File: src/rtl/perf_pkg.sv
// Shared constants, state encoding and helpers for the performance-counter dumper.
package perf_pkg;

    localparam int CNT_W         = 32;
    localparam int NUM_CNT       = 7;
    localparam logic [7:0] HDR_BYTE = 8'hA5;
    localparam int BYTES_PER_CNT = CNT_W / 8;
    localparam int NUM_BYTES     = NUM_CNT * BYTES_PER_CNT;
    localparam int IDX_W         = $clog2(NUM_BYTES);
    localparam int SEL_W         = $clog2(NUM_CNT);
    localparam int BSEL_W        = $clog2(BYTES_PER_CNT);
    localparam logic [IDX_W-1:0] LAST_IDX = IDX_W'(NUM_BYTES - 1);

    localparam int CNT_INSTR    = 0;
    localparam int CNT_LOADS    = 1;
    localparam int CNT_STORES   = 2;
    localparam int CNT_ALUS     = 3;
    localparam int CNT_CONTROLS = 4;
    localparam int CNT_CYCLES   = 5;
    localparam int CNT_STALL    = 6;

    typedef enum logic [2:0] {
        IDLE  = 3'd0,
        HDR   = 3'd1,
        DATA  = 3'd2,
        CKSUM = 3'd3,
        FIN   = 3'd4
    } state_t;

    function automatic logic [7:0] cksum_step(input logic [7:0] acc, input logic [7:0] b);
        return acc ^ b;
    endfunction

endpackage

File: src/rtl/perf_counter_dumper_snapshot_mux.sv
// Snapshot register file for all counters plus the byte-select mux over the frame payload.
module perf_snapshot_mux
    import perf_pkg::*;
(
    input  logic             clk,
    input  logic             rst_n,
    input  logic             capture,
    input  logic [CNT_W-1:0] cnt_in [NUM_CNT],
    input  logic [IDX_W-1:0] idx,
    output logic [7:0]       byte_out
);

    logic [CNT_W-1:0]  snap_r [NUM_CNT];
    logic [SEL_W-1:0]  sel_s;
    logic [BSEL_W-1:0] bsel_s;

    // Capture every counter on the same edge so the frame is one coherent sample.
    always_ff @(posedge clk or negedge rst_n) begin
        if (!rst_n) begin
            for (int i = 0; i < NUM_CNT; i++) begin
                snap_r[i] <= '0;
            end
        end else if (capture) begin
            for (int i = 0; i < NUM_CNT; i++) begin
                snap_r[i] <= cnt_in[i];
            end
        end
    end

    // Payload byte k: counter k/BYTES_PER_CNT, least-significant byte first.
    always_comb begin
        sel_s    = SEL_W'(idx / IDX_W'(BYTES_PER_CNT));
        bsel_s   = BSEL_W'(idx % IDX_W'(BYTES_PER_CNT));
        byte_out = snap_r[sel_s][{bsel_s, 3'b000} +: 8];
    end

endmodule

File: src/rtl/perf_counter_dumper.sv
// Snapshots the seven performance counters on dump_req and streams them as a framed byte stream.
// Optional macro PERF_DUMP_CHECKSUM_EN appends an XOR checksum byte to each frame.
module perf_counter_dumper
    import perf_pkg::*;
(
    input  logic             clk,
    input  logic             rst_n,
    input  logic             dump_req,
    input  logic [CNT_W-1:0] total_instructions,
    input  logic [CNT_W-1:0] total_loads,
    input  logic [CNT_W-1:0] total_stores,
    input  logic [CNT_W-1:0] total_alus,
    input  logic [CNT_W-1:0] total_controls,
    input  logic [CNT_W-1:0] total_cycles,
    input  logic [CNT_W-1:0] total_stall_cycles,
    output logic [7:0]       out_data,
    output logic             out_valid,
    input  logic             out_ready,
    output logic             busy,
    output logic             done,
    output logic             req_dropped
);

    state_t           state_r, state_s;
    logic [IDX_W-1:0] idx_r, idx_s;
    logic [CNT_W-1:0] cnt_s [NUM_CNT];
    logic             capture_s;
    logic             xfer_s;
    logic [7:0]       byte_s;
    logic [7:0]       data_s;
    logic             valid_s;
`ifdef PERF_DUMP_CHECKSUM_EN
    logic [7:0]       cksum_r;
`endif

    assign cnt_s[CNT_INSTR]    = total_instructions;
    assign cnt_s[CNT_LOADS]    = total_loads;
    assign cnt_s[CNT_STORES]   = total_stores;
    assign cnt_s[CNT_ALUS]     = total_alus;
    assign cnt_s[CNT_CONTROLS] = total_controls;
    assign cnt_s[CNT_CYCLES]   = total_cycles;
    assign cnt_s[CNT_STALL]    = total_stall_cycles;

    // The mux is addressed with the next index so the byte is ready to register with its state.
    perf_snapshot_mux u_snap (
        .clk      (clk),
        .rst_n    (rst_n),
        .capture  (capture_s),
        .cnt_in   (cnt_s),
        .idx      (idx_s),
        .byte_out (byte_s)
    );

    // Next-state and next-output logic; holding state while stalled keeps out_data/out_valid frozen.
    always_comb begin
        state_s   = state_r;
        idx_s     = idx_r;
        capture_s = 1'b0;
        xfer_s    = out_valid & out_ready;
        case (state_r)
            IDLE: begin
                if (dump_req) begin
                    state_s   = HDR;
                    idx_s     = '0;
                    capture_s = 1'b1;
                end else begin
                    state_s   = IDLE;
                end
            end
            HDR: begin
                if (xfer_s) begin
                    state_s = DATA;
                end else begin
                    state_s = HDR;
                end
            end
            DATA: begin
                if (xfer_s && (idx_r == LAST_IDX)) begin
`ifdef PERF_DUMP_CHECKSUM_EN
                    state_s = CKSUM;
`else
                    state_s = FIN;
`endif
                end else if (xfer_s) begin
                    idx_s = idx_r + IDX_W'(1);
                end else begin
                    state_s = DATA;
                end
            end
            CKSUM: begin
`ifdef PERF_DUMP_CHECKSUM_EN
                if (xfer_s) begin
                    state_s = FIN;
                end else begin
                    state_s = CKSUM;
                end
`else
                state_s = IDLE;
                idx_s   = '0;
`endif
            end
            FIN: begin
                state_s = IDLE;
                idx_s   = '0;
            end
            default: begin
                state_s = IDLE;
                idx_s   = '0;
            end
        endcase

        valid_s = (state_s == HDR) || (state_s == DATA) || (state_s == CKSUM);
        case (state_s)
            HDR:     data_s = HDR_BYTE;
            DATA:    data_s = byte_s;
`ifdef PERF_DUMP_CHECKSUM_EN
            CKSUM:   data_s = (state_r == CKSUM) ? out_data : cksum_step(cksum_r, out_data);
`endif
            default: data_s = 8'h00;
        endcase
    end

    // State, index and registered stream outputs.
    always_ff @(posedge clk or negedge rst_n) begin
        if (!rst_n) begin
            state_r     <= IDLE;
            idx_r       <= '0;
            out_valid   <= 1'b0;
            out_data    <= 8'h00;
            busy        <= 1'b0;
            done        <= 1'b0;
            req_dropped <= 1'b0;
        end else begin
            state_r     <= state_s;
            idx_r       <= idx_s;
            out_valid   <= valid_s;
            out_data    <= data_s;
            busy        <= (state_s != IDLE);
            done        <= (state_s == FIN);
            req_dropped <= req_dropped | (dump_req & (state_r != IDLE));
        end
    end

`ifdef PERF_DUMP_CHECKSUM_EN
    // Running XOR of the header and every accepted payload byte.
    always_ff @(posedge clk or negedge rst_n) begin
        if (!rst_n) begin
            cksum_r <= 8'h00;
        end else if (capture_s) begin
            cksum_r <= HDR_BYTE;
        end else if (xfer_s && (state_r == DATA)) begin
            cksum_r <= cksum_step(cksum_r, out_data);
        end
    end
`endif

endmodule

File: config.mk
export PLATFORM = sky130hd
export DESIGN_NAME = perf_counter_dumper
export DESIGN_NICKNAME = d
export VERILOG_FILES = /design/src/rtl/perf_pkg.sv /design/src/rtl/perf_counter_dumper_snapshot_mux.sv /design/src/rtl/perf_counter_dumper.sv
export SDC_FILE = /design/constraint.sdc
export NUM_CORES = 1
export LEC_CHECK = 0
export CORE_ASPECT_RATIO = 1.4
export CORE_MARGIN = 3
export CORE_UTILIZATION = 35
export CTS_CLUSTER_SIZE = 25
export DETAILED_ROUTE_END_ITERATION = 16
export PLACE_DENSITY_LB_ADDON = 0.15
export SLEW_MARGIN = 10
export SYNTH_ARGS = -nofsm -noshare
export SYNTH_HDL_FRONTEND = slang
export SYNTH_HIERARCHICAL = 1
export SYNTH_SLANG_ARGS = --single-unit
File: constraint.sdc
create_clock -name clk -period 5.6 [get_ports clk]
set_input_delay 0.84 -clock clk [delete_from_list [all_inputs] [get_ports clk]]
set_output_delay 0.84 -clock clk [all_outputs]
set_load 0.1 [all_outputs]
==> flow_metrics.env <==
export IMPL_period_minus_slack_ns=3.82
export IMPL_ctsResizeCount=0
export IMPL_timing_rr_end="out_data[5]"
export IMPL_ant_nets=0
export IMPL_seq_area_frac_synth=0.543
export IMPL_synth_warnings=6
export IMPL_area_growth_pct=32.1
export IMPL_post_place_ws_ns=1.25
export IMPL_hp_class="in -> async"
export IMPL_critical_path_startpoint="out_ready"
export IMPL_netlist_instances=790
export IMPL_slew_headroom=0.308
export IMPL_powerDensity_nw_per_um2=580
export IMPL_ir_drop_uv=236
export IMPL_layout_setup_ws_ns=1.78
export IMPL_p_sw_frac=0.364
export IMPL_die_x_um=158
export IMPL_drt_iter0_drc=290
export IMPL_synth_fp_nets=1019
export IMPL_crit_path_end_kind="flop"
export IMPL_critPathKind="in -> reg"
export IMPL_grtUsageTotal=0.186
export IMPL_routedWlPerCell_um=22.5
export IMPL_p_clk_frac=0.201
export IMPL_internal_power_mw=5.48
export IMPL_grt_pass1_wl_mm=48.2
export IMPL_drive_above_1_share=0.317
export IMPL_final_hold_violation_count=0
export IMPL_rr_worst_depth=10
export IMPL_avgViaCountPerCell=5.18
export IMPL_cts_buffers=26
export IMPL_path_clk_slew_ns=0.06
export IMPL_wirelength_mm=32.2
export IMPL_drv_slew=0
export IMPL_whs_ns=0.412
export IMPL_ys_seq_elements=244
export IMPL_layout_common_cells="dfrtp_1, clkdlybuf4s50_1, mux2_2, mux2i_1, clkbuf_16"
export IMPL_worst_path_max_fanout=35
export IMPL_die_h_um=218
export IMPL_grt_max_degree=115
export IMPL_r2r_setup_slack_ns=1.85
export IMPL_setup_viol=0
export IMPL_layout_commonest_cell="dfrtp_1"
export IMPL_ys_flop_type="dfrtp_1"
export IMPL_finalNetCount=1247
export IMPL_rsz0062_at_grt="false"
export IMPL_status="complete, no violations"
export IMPL_clock_path_buffers=3
export IMPL_required_ns=6.06
export IMPL_timing_rr_start="idx_r[0]"
export IMPL_cts_root_buf="clkbuf_16"
export IMPL_synthArstFlopShare=1.00
export IMPL_drc_errors=0
export IMPL_fin_skew_ns=0.0151
export IMPL_num_io_pins=240
export IMPL_fin_setup_tns_ns=0
export IMPL_place_hpwl_mm=23.8
export IMPL_gr_total_overflow=0
export IMPL_grt_pass1_vias=8029
export IMPL_cts_sinks=244
export IMPL_portBuffers=239
export IMPL_period_share=0.682
export IMPL_power_frac_seq=0.355
export IMPL_initial_core_util=0.356
export IMPL_synth_edf_count=0
export IMPL_rows=77
export IMPL_cts_htree_levels=1
export IMPL_num_vias=7432
export IMPL_cts_setup_buffers=0
export IMPL_tightest_slew_ns=1.04
export IMPL_synth_area_sq_um=11300
export IMPL_fmax_mhz=262
export IMPL_combPwrFrac=0.444
export IMPL_first_pass_iters=4
export IMPL_switchingPower_mw=3.14
export IMPL_insertion_delay_ns=0.53
export IMPL_antenna_found_initial=1
export IMPL_p_leak_nw=6.26
export IMPL_synth_cell_types=59
export IMPL_avgSynthCellArea_sq_um=14.2
export IMPL_core_area_sq_um=31600
export IMPL_gp_congestion=0.850
export IMPL_dieArea_sq_um=34400
export IMPL_hold_buffers=0
export IMPL_cp_arrival_ns=4.28
export IMPL_cts_tree="done"
export IMPL_max_cap_violations=0
export IMPL_cp_start_kind="input port"
[critical path, stage by stage]
cell	delay [ns]
clkdlybuf4s50_1	0.52
nand2_1	0.19
a2111oi_2	0.36
a41o_4	0.53
nor2b_2	0.89
a211oi_1	0.22
a221o_1	0.30
a221oi_1	0.26
a21o_1	0.16
[per-layer routing]
layer	vias to the layer above	global-route usage	wire length [um]
met5	-	0	12
met4	2	0.0423	630
met3	43	0.0319	1560
met2	193	0.328	16700
met1	3821	0.239	13300
li1	3373	-	-
[synth_stat cells (4+ instances only)]
library cell / count / area share
nand3_1: 5 / 0.0022
mux2i_1: 56 / 0.050
nand2b_1: 6 / 0.0033
a2bb2oi_1: 9 / 0.0070
a211oi_1: 5 / 0.0033
nand2_1: 23 / 0.0077
o21ai_0: 11 / 0.0049
a31oi_1: 4 / 0.0022
o21ai_1: 5 / 0.0022
buf_2: 22 / 0.0098
mux2_2: 229 / 0.23
a21oi_1: 18 / 0.0080
buf_4: 8 / 0.0053
a221oi_1: 4 / 0.0031
o211ai_1: 7 / 0.0047
nor2_1: 14 / 0.0047
mux4_2: 21 / 0.042
nor2b_1: 6 / 0.0033
dfrtp_1: 244 / 0.54
buf_6: 7 / 0.0070
o2bb2ai_1: 8 / 0.0062
and2_1: 7 / 0.0039
a21o_1: 5 / 0.0033
clkbuf_1: 14 / 0.0047
[power by group through the flow]
stage | clock, mW | combinational, mW | sequential (mW)
floorplan | 0 | 2.64 | 3.12
global placement | 0 | 3.82 | 3.08
detailed placement | 0 | 3.86 | 3.09
CTS | 1.79 | 3.88 | 3.07
global route | 1.86 | 4.13 | 3.16
finish | 1.74 | 3.83 | 3.06
[per-stage QoR]
step	power, mW	cell area (sq um)	util	cells
after CTS	8.73	14900	0.470	1433
after detailed placement	6.95	14000	0.443	1385
after global routing	9.14	14900	0.470	1433
final	8.62	14900	0.470	1434
after global placement	6.90	14000	0.443	1385
after floorplan	5.76	11300	-	790
[worst max path at each step]
stage                  endpoint  cells past startpoint
finish              out_data[5]                      9
global route        out_data[5]                     10
CTS                 out_data[5]                      9
detailed placement  out_data[5]                      9
global placement    out_data[5]                     10
floorplan           out_data[7]                     13
[flip-flops by register name, summed over array words and instances, names as in the netlist]
| register | count |
|---|---|
| u_snap/snap_r | 224 |
| busy | 1 |
| state_r | 3 |
| req_dropped | 1 |
| out_valid | 1 |
| out_data | 8 |
| done | 1 |
| idx_r | 5 |
[final cells by class]
class / instances / area [sq um]
timing repair buffer: 254 / 2530
sequential: 244 / 6110
antenna: 1 / 2.50
fill: 2868 / 16700
inverter: 4 / 15.0
multi-input combinational: 488 / 4850
clock buffer: 31 / 691
clock inverter: 17 / 170
tap: 395 / 494
[kinds of logic after synthesis]
logic type      share of synthesized area
mux                                 0.321
flops                               0.543
fa+ha+maj                         0.00111
buf+inv                            0.0301
compound gates                     0.0659
simple gates                       0.0391
No activity file was read; power rests on OpenSTA's default activity.
